$ cat src/rtl/dma_stream_loader.sv
// Stream-to-line DMA loader: packs WORD_W-bit stream words into LINE_W-bit lines, one DMA write per line.
// Optional running checksum of accepted words when DMA_LOADER_CHECKSUM_EN is defined.
module dma_stream_loader #(
    parameter int WORD_W = 32,
    parameter int LINE_W = 256,
    parameter int ADDR_W = 15
) (
    input  logic              clk,
    input  logic              reset,
    input  logic              cmd_valid,
    output logic              cmd_ready,
    input  logic [1:0]        cmd_target,
    input  logic [ADDR_W-1:0] cmd_base_addr,
    input  logic [ADDR_W:0]   cmd_num_lines,
    input  logic              s_valid,
    output logic              s_ready,
    input  logic [WORD_W-1:0] s_data,
    output logic              dma_write_en,
    output logic [1:0]        dma_target,
    output logic [ADDR_W-1:0] dma_addr,
    output logic [LINE_W-1:0] dma_wdata,
    output logic              busy,
    output logic              done,
    output logic              err,
    output logic [31:0]       checksum
);
    localparam int WPL   = LINE_W / WORD_W;
    localparam int IDX_W = (WPL > 1) ? $clog2(WPL) : 1;
    localparam logic [IDX_W-1:0]  LAST_IDX   = IDX_W'(WPL - 1);
    localparam logic [IDX_W-1:0]  ONE_IDX    = IDX_W'(1);
    localparam logic [ADDR_W:0]   ONE_CNT    = {{ADDR_W{1'b0}}, 1'b1};
    localparam logic [ADDR_W+1:0] ADDR_LIMIT = {2'b01, {ADDR_W{1'b0}}};

    typedef enum logic [1:0] {
        S_IDLE = 2'd0,
        S_FILL = 2'd1,
        S_DONE = 2'd2
    } state_e;

    state_e              state_q, state_d;
    logic [1:0]          target_q;
    logic [ADDR_W-1:0]   base_q;
    logic [ADDR_W:0]     num_q;
    logic [ADDR_W:0]     line_cnt_q;
    logic [IDX_W-1:0]    word_idx_q;
    logic [LINE_W-1:0]   line_buf_q, line_buf_d;
    logic                err_flag_q;
    logic                dma_we_q;
    logic [1:0]          dma_target_q;
    logic [ADDR_W-1:0]   dma_addr_q;
    logic [LINE_W-1:0]   dma_wdata_q;

    logic                cmd_hs_s, word_hs_s, line_end_s, last_line_s, reject_s;
    logic [ADDR_W+1:0]   addr_sum_s;

    // Range check done in ADDR_W+2 bits so base + count never wraps.
    assign addr_sum_s  = {2'b00, cmd_base_addr} + {1'b0, cmd_num_lines};
    assign reject_s    = (addr_sum_s > ADDR_LIMIT);
    assign cmd_hs_s    = cmd_valid && (state_q == S_IDLE);
    assign word_hs_s   = s_valid && (state_q == S_FILL);
    assign line_end_s  = word_hs_s && (word_idx_q == LAST_IDX);
    assign last_line_s = (line_cnt_q == (num_q - ONE_CNT));

    // State register
    always_ff @(posedge clk) begin
        if (!reset) begin
            state_q <= S_IDLE;
        end else begin
            state_q <= state_d;
        end
    end

    // Next-state logic
    always_comb begin
        state_d = state_q;
        case (state_q)
            S_IDLE: begin
                if (cmd_valid) begin
                    if ((cmd_num_lines == '0) || reject_s) begin
                        state_d = S_DONE;
                    end else begin
                        state_d = S_FILL;
                    end
                end else begin
                    state_d = S_IDLE;
                end
            end
            S_FILL: begin
                if (line_end_s && last_line_s) begin
                    state_d = S_DONE;
                end else begin
                    state_d = S_FILL;
                end
            end
            S_DONE:  state_d = S_IDLE;
            default: state_d = S_IDLE;
        endcase
    end

    // Handshake/status outputs decoded from the state register
    always_comb begin
        cmd_ready = 1'b0;
        s_ready   = 1'b0;
        busy      = 1'b0;
        done      = 1'b0;
        err       = 1'b0;
        case (state_q)
            S_IDLE: cmd_ready = 1'b1;
            S_FILL: begin
                s_ready = 1'b1;
                busy    = 1'b1;
            end
            S_DONE: begin
                busy = 1'b1;
                done = 1'b1;
                err  = err_flag_q;
            end
            default: cmd_ready = 1'b0;
        endcase
    end

    // Current line with the accepted word dropped into its slot (word 0 least significant)
    always_comb begin
        line_buf_d = line_buf_q;
        for (int k = 0; k < WPL; k++) begin
            if (word_hs_s && (word_idx_q == IDX_W'(k))) begin
                line_buf_d[WORD_W*k +: WORD_W] = s_data;
            end else begin
                line_buf_d[WORD_W*k +: WORD_W] = line_buf_q[WORD_W*k +: WORD_W];
            end
        end
    end

    // Command latch, packing counters and registered DMA write port
    always_ff @(posedge clk) begin
        if (!reset) begin
            target_q     <= 2'd0;
            base_q       <= '0;
            num_q        <= '0;
            line_cnt_q   <= '0;
            word_idx_q   <= '0;
            line_buf_q   <= '0;
            err_flag_q   <= 1'b0;
            dma_we_q     <= 1'b0;
            dma_target_q <= 2'd0;
            dma_addr_q   <= '0;
            dma_wdata_q  <= '0;
        end else begin
            dma_we_q <= 1'b0;
            if (cmd_hs_s) begin
                target_q   <= cmd_target;
                base_q     <= cmd_base_addr;
                num_q      <= cmd_num_lines;
                line_cnt_q <= '0;
                word_idx_q <= '0;
                line_buf_q <= '0;
                err_flag_q <= reject_s;
            end else if (word_hs_s) begin
                line_buf_q <= line_buf_d;
                word_idx_q <= line_end_s ? '0 : (word_idx_q + ONE_IDX);
                if (line_end_s) begin
                    dma_we_q     <= 1'b1;
                    dma_target_q <= target_q;
                    dma_addr_q   <= base_q + line_cnt_q[ADDR_W-1:0];
                    dma_wdata_q  <= line_buf_d;
                    line_cnt_q   <= line_cnt_q + ONE_CNT;
                end
            end
        end
    end

    assign dma_write_en = dma_we_q;
    assign dma_target   = dma_target_q;
    assign dma_addr     = dma_addr_q;
    assign dma_wdata    = dma_wdata_q;

`ifdef DMA_LOADER_CHECKSUM_EN
    function automatic logic [31:0] word_to_sum(input logic [WORD_W-1:0] w);
        return 32'(w);
    endfunction

    logic [31:0] checksum_q;

    // Running sum of accepted words, cleared per command and held after completion
    always_ff @(posedge clk) begin
        if (!reset) begin
            checksum_q <= 32'd0;
        end else if (cmd_hs_s) begin
            checksum_q <= 32'd0;
        end else if (word_hs_s) begin
            checksum_q <= checksum_q + word_to_sum(s_data);
        end
    end

    assign checksum = checksum_q;
`else
    assign checksum = 32'd0;
`endif

endmodule

$ cat config.mk
export PLATFORM = sky130hd
export DESIGN_NAME = dma_stream_loader
export DESIGN_NICKNAME = d
export VERILOG_FILES = /design/src/rtl/dma_stream_loader.sv
export SDC_FILE = /design/constraint.sdc
export NUM_CORES = 1
export LEC_CHECK = 0
export CORE_MARGIN = 5
export CORE_UTILIZATION = 48
export CTS_BUF_LIST = sky130_fd_sc_hd__clkbuf_16
export CTS_CLUSTER_SIZE = 8
export DETAILED_ROUTE_END_ITERATION = 10
export PLACE_DENSITY = 0.81
export SLEW_MARGIN = 20
export SYNTH_ARGS = -nofsm -noshare
export SYNTH_HDL_FRONTEND = slang
export SYNTH_SLANG_ARGS = --single-unit
export TNS_END_PERCENT = 50
$ cat constraint.sdc
create_clock -name clk -period 3.2 [get_ports clk]
set_clock_uncertainty 0.05 [all_clocks]
set_input_delay 0.64 -clock clk [delete_from_list [all_inputs] [get_ports clk]]
set_output_delay 0.64 -clock clk [all_outputs]
set_load 0.05 [all_outputs]
# Word-level counts from Yosys, hierarchy flattened
# Cells that the tools add are included.
totals:
  register_bits: 585
  latchBits: 0
  mem_bits_rw: 0
  rom_bits: 0
  inputBits: 69
  output_inout_bits: 311
  word_cells: 70
  mem_count: 0
classes:
  addsub: 5
  mul: 0
  div_mod_pow: 0
  magnitude_cmp: 1
  eq_ne: 10
  shift: 0
  n_mux: 19
  bitwise: 3
  n_reduce_logical: 20
ops:
  columns: ["cell", "count"]
  rows:
  - ["$mux 32", 8]
  - ["$add 15x16->17", 1]
  - ["$gt 17x16->1 const B", 1]
  - ["$add 16x1->16 const B", 1]
  - ["$eq 16x16->1", 1]
  - ["$logic_not 16->1", 1]
  - ["$sub 16x1->16 const B", 1]
  - ["$add 15x15->15", 1]
  - ["$eq 3x3->1 const B", 4]
  - ["$logic_and 1x1->1", 11]
  - ["$eq 3x2->1 const B", 2]
  - ["$mux 1", 6]
  - ["$mux 2", 3]
  - ["$pmux 2 s2", 1]
  - ["$reduce_or 2->1", 2]
  - ["$add 3x1->3 const B", 1]
  - ["$eq 3x1->1 const B", 1]
  - ["$logic_not 3->1", 1]
  - ["$mux 3", 1]
  - ["$not 1->1", 3]
  - ["$reduce_and 3->1", 1]
  - ["$reduce_or 3->1", 1]
  - ["$eq 2x1->1 const B", 1]
  - ["$eq 2x2->1 const B", 1]
  - ["other kinds (3)", 3]

# Logic depth before layout (Yosys ltp)
# Gate-level depths: netlist (run 1).
logic_depth:
  ltp_word: 6
  depth_mapped: 12
  mapped_depth_nobuf: 12

# Worst setup path before layout (run 1)
# OpenSTA, ideal clock, no wires.
synth_timing:
  path_kind: "input port to flip-flop"
  start: "in cmd_base_addr[0]"
  end: "reg err_flag_q"
  setup_ps: 137
  arrival_ps: 2849
  required_ps: 3013
  path_slack_ps: 164
  path_stages: 11
  n_path_buf: 0
  cell_sequence: "ha_1 > fa_1 > a21o_1 > a21o_1 > a21oi_1 > mux2i_1 > nand4_1 > nor4b_1 > nand3_1 > a31oi_2 > a31oi_1"
synth_between:
  elab_chain_len: 2
synth_rtl:
  columns: ["item", "line_no", "source"]
  rows:
  - ["start: declaration", "13", "input logic [ADDR_W-1:0] cmd_base_addr,"]
  - ["$add 15x16->17", "57", "assign addr_sum_s = {2'b00, cmd_base_addr} + {1'b0, cmd_num_lines};"]
  - ["$gt 17x16->1", "58", "assign reject_s = (addr_sum_s > ADDR_LIMIT);"]
  - ["end signal: assignment", "157", "err_flag_q <= reject_s;"]
  - ["end: declaration", "47", "logic err_flag_q;"]
# Every way passes these cells.
# A chain may end at the register's enable or synchronous reset.

# Final worst setup path (run 1)
layout_timing:
  start: "reg state_q[1]"
  end: "out s_ready"
layout_between:
  elab_chain_len: 2
layout_rtl:
  columns: ["item", "line_no", "source"]
  rows:
  - ["start: declaration", "40", "state_e state_q, state_d;"]
  - ["start signal: assignment", "69", "state_q <= state_d;"]
  - ["$eq 2x1->1", "107", "case (state_q)"]
  - ["$mux 1", "107", null]
  - ["end: declaration", "16", "output logic s_ready,"]
# Every way passes these cells.

==> results of run 1 <==
==> where the power goes <==
group,leakage [uW],switching (uW),internal [uW],total [uW]
logic,0.00936,806,423,1230
clock network,0.00104,2880,4410,7290
registers,0.00446,41.5,6950,6990
==> logic make-up after synthesis <==
| family | count (synthesis) |
|---|---|
| compound gates | 404 |
| xor+xnor | 51 |
| buf+inv | 247 |
| mux | 227 |
| other cells | 1 |
| simple gates | 768 |
| flops | 553 |
| fa+ha+maj | 42 |
==> worst max-delay path, stage by stage, from the launching register on <==
cell and delay, ns:
dfxtp_1 0.34, inv_1 0.09, ha_1 0.40, clkdlybuf4s50_1 0.89
==> placed cells by master (no fill, tap or decap), drive strengths merged, types with 27 or more instances in the layout <==
master	instances
dfxtp	553
mux2i	227
o21ai	27
o211a	225
inv	29
a21boi	75
nor2	254
clkdlybuf4s50	342
conb	32
clkbuf	80
xnor2	27
buf	103
a21oi	31
nand2	401
ha	40
==> state kept, by name, indices dropped and copies added, names as in the netlist <==
register / cells
num_q: 16
state_q: 2
line_buf_q: 224
base_q: 15
dma_addr: 15
word_idx_q: 3
dma_target: 2
line_cnt_q: 16
err_flag_q: 1
dma_wdata: 256
dma_write_en: 1
target_q: 2
==> per-stage QoR <==
stage          TNS, ns  total power (uW)  utilization
5_1_grt              0             15980       0.6287
3_3_place_gp    -2.057              8314       0.5806
3_5_place_dp    -2.057              8315       0.5806
4_1_cts              0             15590       0.6273
6_report             0             15510       0.6287
2_1_floorplan        0              7847            -
==> worst min-delay path by stage <==
stage	start	endpoint	slack [ns]
after floorplan	target_q[1]	dma_target[1]	0.39
after global placement	target_q[0]	dma_target[0]	0.40
after detailed placement	dma_wdata[246]	dma_wdata[246]	0.41
after CTS	reset	dma_wdata[218]	0.40
after global routing	cmd_base_addr[0]	base_q[0]	0.42
final	dma_wdata[246]	dma_wdata[246]	0.41
==> area by class of cell <==
| type | instances | area, sq um | area share |
|---|---|---|---|
| inverter | 22 | 82.58 | 0.002888 |
| timing repair buffer | 449 | 4454 | 0.1558 |
| clock inverter | 10 | 98.84 | 0.003457 |
| multi-input combinational | 1524 | 10130 | 0.3544 |
| tap | 600 | 750.7 | 0.02626 |
| clock buffer | 80 | 2002 | 0.07002 |
| sequential | 553 | 11070 | 0.3872 |
==> metal layers <==
metal | GRT usage | vias to the layer above | part of all wire
li1 | - | 8413 | -
met1 | 0.3575 | 8852 | 0.42
met2 | 0.4352 | 693 | 0.47
met3 | 0.05469 | 163 | 0.073
met4 | 0.1100 | 2 | 0.042
met5 | 0 | - | 0.00018
==> timing repair <==
| action | CTS | global route |
|---|---|---|
| resized for setup | 3 | 13 |
| endpoints found under the hold margin | 0 | 0 |
| hold buffers | 0 | 0 |
| pin swaps | 4 | 12 |
| setup endpoints to repair | 3 | 3 |
| setup buffers | 1 | 1 |
==> flow_summary.yaml, run 1 <==
critical_path:
  critPathCaptureType: "output port"
  arrival_ns: 2.32
  crit_path_max_fanout: 4
  setup.worst_path.start: "state_q[1]"
  critPathKind: "flip-flop to output port"
  cp_data_required_time_ns: 2.51
  r2r-start: "base_q[0]"
  rrSetupSlack_ns: 0.27
  critPathCapture: "s_ready"
  reg2reg_to: "dma_addr[14]"
  r2r_cells: 12
  cp-start-kind: "flip-flop"
synthesis:
  async_flop_share: 0
  synthXorXnorAreaFrac: 0.02024
  ys_top_cells_by_count: "dfxtp_1, nand2_1, nor2_1"
  synthesis.area_sq_um: 22070
  yosys_most_used_dff: "dfxtp_1"
  synthAdderAreaFrac: 0.02449
  synth_compound_area_frac: 0.1579
  synth-simple-area-share: 0.1436
  syn_inst: 2293
  muxShareOfSynthArea: 0.1029
  synth_top_cell_area_share: 0.5016
  synth_top_family_by_area: "compound AO/OA/AOI/OAI gates"
  ys_seq_elements: 553
  yosys.cell_types.count: 69
  synthTopCellsByArea: "dfxtp_1, mux2i_1, o211a_1"
  synth_most_common_cell: "dfxtp_1"
  synth_top_cell_by_area: "dfxtp_1"
  yosys_warnings: 0
  syn_area_per_cell_sq_um: 9.626
  synth-edff-count: 0
  synth_seq_area_share: 0.5016
clock_tree:
  clkSlewWorstSetupHoldPaths_ns: 0.05
  cts.sinks: 553
  clockBufferDepth: 3
  insertion_delay_ns: 0.61
  cts_inserted_buffers: 79
  cts_tree: "built"
  root_buffer: "clkbuf_16"
  h-tree-depth: 3
drt:
  route.detailed.drc: 0
  drtAntennaViolNets: 0
  drt_iter0_drc: 1479
  vias: 18120
  dr.pass1.iters: 5
  routed_wl_um: 71330
  wl_per_cell_um: 22.03
  viasPerCell: 5.597
run_status:
  status: "finished, final reports clean"
global_routing:
  grt_usage: 0.2702
  grt_start_max_net_pins: 122
  grt_pass1_wl_um: 105000
  grt_overflow: 0
  antenna_found_initial: 1
  grt_pass1_vias: 17500
sta:
  worst_hold_slack_ns: 0.4116
  finalHoldViolCount: 0
  report.final.slew_viol_count: 0
  setup_viol: 0
  clock.fmax_mhz: 332.2
  rsz0062_at_grt: "false"
  setup_slack_ns: 0.1901
  layout_min_cycle_time_ns: 3.010
  fin_crit_sh: 0.9406
  max_slew_margin: 0.3476
  worst_pin_slew_ns: 0.9755
pwr:
  vdd_drop_max_mv: 0.5688
  p_leak_uw: 0.01486
  powerDensity_nw_per_um2: 542.5
final_layout:
  drive_gt1_frac: 0.08415
  stdcell_area_sq_um: 28590
  area_delta_synth_final_pct: 29.53
  antenna_cells: 0
  n_fill_cell: 3681
  final_nets: 2740
  finalNonFillerCells: 3238
floorplanning:
  io_pins: 380
  core_area_sq_um: 45480
  die_y_um: 224.4
  die_w_um: 224.4
  die_area_sq_um: 50370
  rows: 78
  start_util: 0.4853
place:
  place.gp.congestion: 0.9014
  dp_hpwl_um: 48420
  dp_slack_ns: -0.6928
  io_buffers: 347
  dpl.cell_count: 3146
  dpl_cell_area_sq_um: 26410
hold_path:
  hp-class: "flip-flop to flip-flop"
  hold_depth: 2
flow_run:
  max-cap-violations: 0
No activity file was read; power rests on OpenSTA's default activity.
==> inputs of run 2 (changes only) <==
- SKIP_CTS_REPAIR_TIMING: not set -> 1
==> flow_summary.yaml, run 2 (same netlist as run 1, synthesis figures left out) <==
run_status:
  status: "finished, final reports clean"
drt:
  vias: 18090
  routed_wl_um: 71220
  drt_iter0_drc: 1530
  viasPerCell: 5.588
  drtAntennaViolNets: 0
  wl_per_cell_um: 22.00
  route.detailed.drc: 0
  dr.pass1.iters: 6
pwr:
  powerDensity_nw_per_um2: 542.9
  pwr-share-clk: 0.470
  seq_power_share: 0.451
  p_leak_uw: 0.01482
  power.share.combinational: 0.079
  sw_frac_of_total: 0.2403
  p_sw_uw: 3727
  total_power_uw: 15510
  vdd_drop_max_mv: 0.5690
  power.internal_uw: 11780
final_layout:
  antenna_cells: 0
  largest_register_ffs: 256
  mostFrequentLayoutCell: "dfxtp_1"
  final_nets: 2739
  layout_common_cells: "dfxtp_1, nand2_1, clkdlybuf4s50_1"
  drive_gt1_frac: 0.08305
  area_delta_synth_final_pct: 29.43
sta:
  report.final.slew_viol_count: 0
  worst_pin_slew_ns: 0.9473
  max_slew_margin: 0.3665
  clock.fmax_mhz: 329.0
  fin_crit_sh: 0.9500
  fin_tns_setup_ns: 0
  layout_min_cycle_time_ns: 3.040
  setup_viol: 0
  rsz0062_at_grt: "false"
  finalHoldViolCount: 0
hold_path:
  hp-class: "flip-flop to flip-flop"
  hold_depth: 2
  holdCritStartpoint: "dma_wdata[246]"
global_routing:
  grt_start_max_net_pins: 122
  grt_pass1_vias: 17480
  grt_overflow: 0
  antenna_found_initial: 1
  grt_usage: 0.2702
  grt_pass1_wl_um: 105000
clock_tree:
  insertion_delay_ns: 0.61
  cts_tree: "built"
  cts.sinks: 553
  clkSlewWorstSetupHoldPaths_ns: 0.05
  cts_inserted_buffers: 79
  clockBufferDepth: 3
  root_buffer: "clkbuf_16"
  h-tree-depth: 3
critical_path:
  crit_path_max_fanout: 3
  setup.worst_path.start: "cmd_num_lines[0]"
  arrival_ns: 3.53
  critPathKind: "input pin to flip-flop"
  cp_data_required_time_ns: 3.69
  r2r_cells: 12
  cp-start-kind: "input pin"
  r2r-start: "base_q[0]"
  critPathCaptureType: "flip-flop"
floorplanning:
  die_w_um: 224.4
  rows: 78
  core_area_sq_um: 45480
  die_area_sq_um: 50370
  io_pins: 380
  die_y_um: 224.4
  start_util: 0.4853
place:
  dp_hpwl_um: 48420
  io_buffers: 347
  place.gp.congestion: 0.9014
flow_run:
  max-cap-violations: 0
==> run 2: power by group through the flow <==
stage / registers, uW / clock network [uW] / logic [uW]
2_1_floorplan: 7110 / 0 / 740
3_3_place_gp: 7120 / 0 / 1190
3_5_place_dp: 7120 / 0 / 1190
4_1_cts: 6990 / 7390 / 1200
5_1_grt: 6990 / 7700 / 1290
6_report: 6990 / 7290 / 1230
==> run 2: worst max-delay path, stage by stage <==
cell,delay (ns)
clkdlybuf4s50_1,0.43
ha_2,0.21
fa_2,0.35
a21o_1,0.18
a21o_1,0.17
a21oi_2,0.12
buf_4,0.15
mux2i_2,0.24
nand4_1,0.18
nor4b_2,0.25
nand3_1,0.15
a31oi_2,0.26
a32o_1,0.19
==> run 2: through the flow <==
stage / setup slack (ns) / hold slack (ns) / area [sq um] / util / instances
after global routing: 0.01445 / 0.4398 / 28570 / 0.6282 / 3237
after global placement: -0.6953 / 0.3987 / 26410 / 0.5806 / 3146
after detailed placement: -0.6928 / 0.4083 / 26410 / 0.5806 / 3146
after CTS: -0.08129 / 0.4042 / 28510 / 0.6268 / 3236
after floorplan: 0.1640 / 0.3911 / 22190 / - / 2324
final: 0.1601 / 0.4117 / 28570 / 0.6282 / 3237
==> run 2: per-layer routing <==
layer / GRT usage / routed length (um) / vias up
li1: - / - / 8404
met1: 0.3578 / 29560 / 8807
met2: 0.4349 / 33190 / 722
met3: 0.05469 / 5557 / 154
met4: 0.1100 / 2900 / 2
met5: 0 / 13 / -
==> run 2: path summary, 6_finish.rpt <==
kind,end,slack (ns)
hold / removal,dma_wdata[246],0.41
setup reg to reg,dma_addr[14],0.30
setup / recovery,state_q[0],0.16
hold reg to reg,dma_wdata[246],0.41
==> run 2: layout make-up <==
type	instances	area [sq um]
flip-flops and latches	553	11070
repair buffers	448	4437
clock buffers	80	2002
well taps	600	750.7
fillers	3680	16910
inverters	22	82.58
clock inverters	10	98.84
multi-input cells	1524	10130
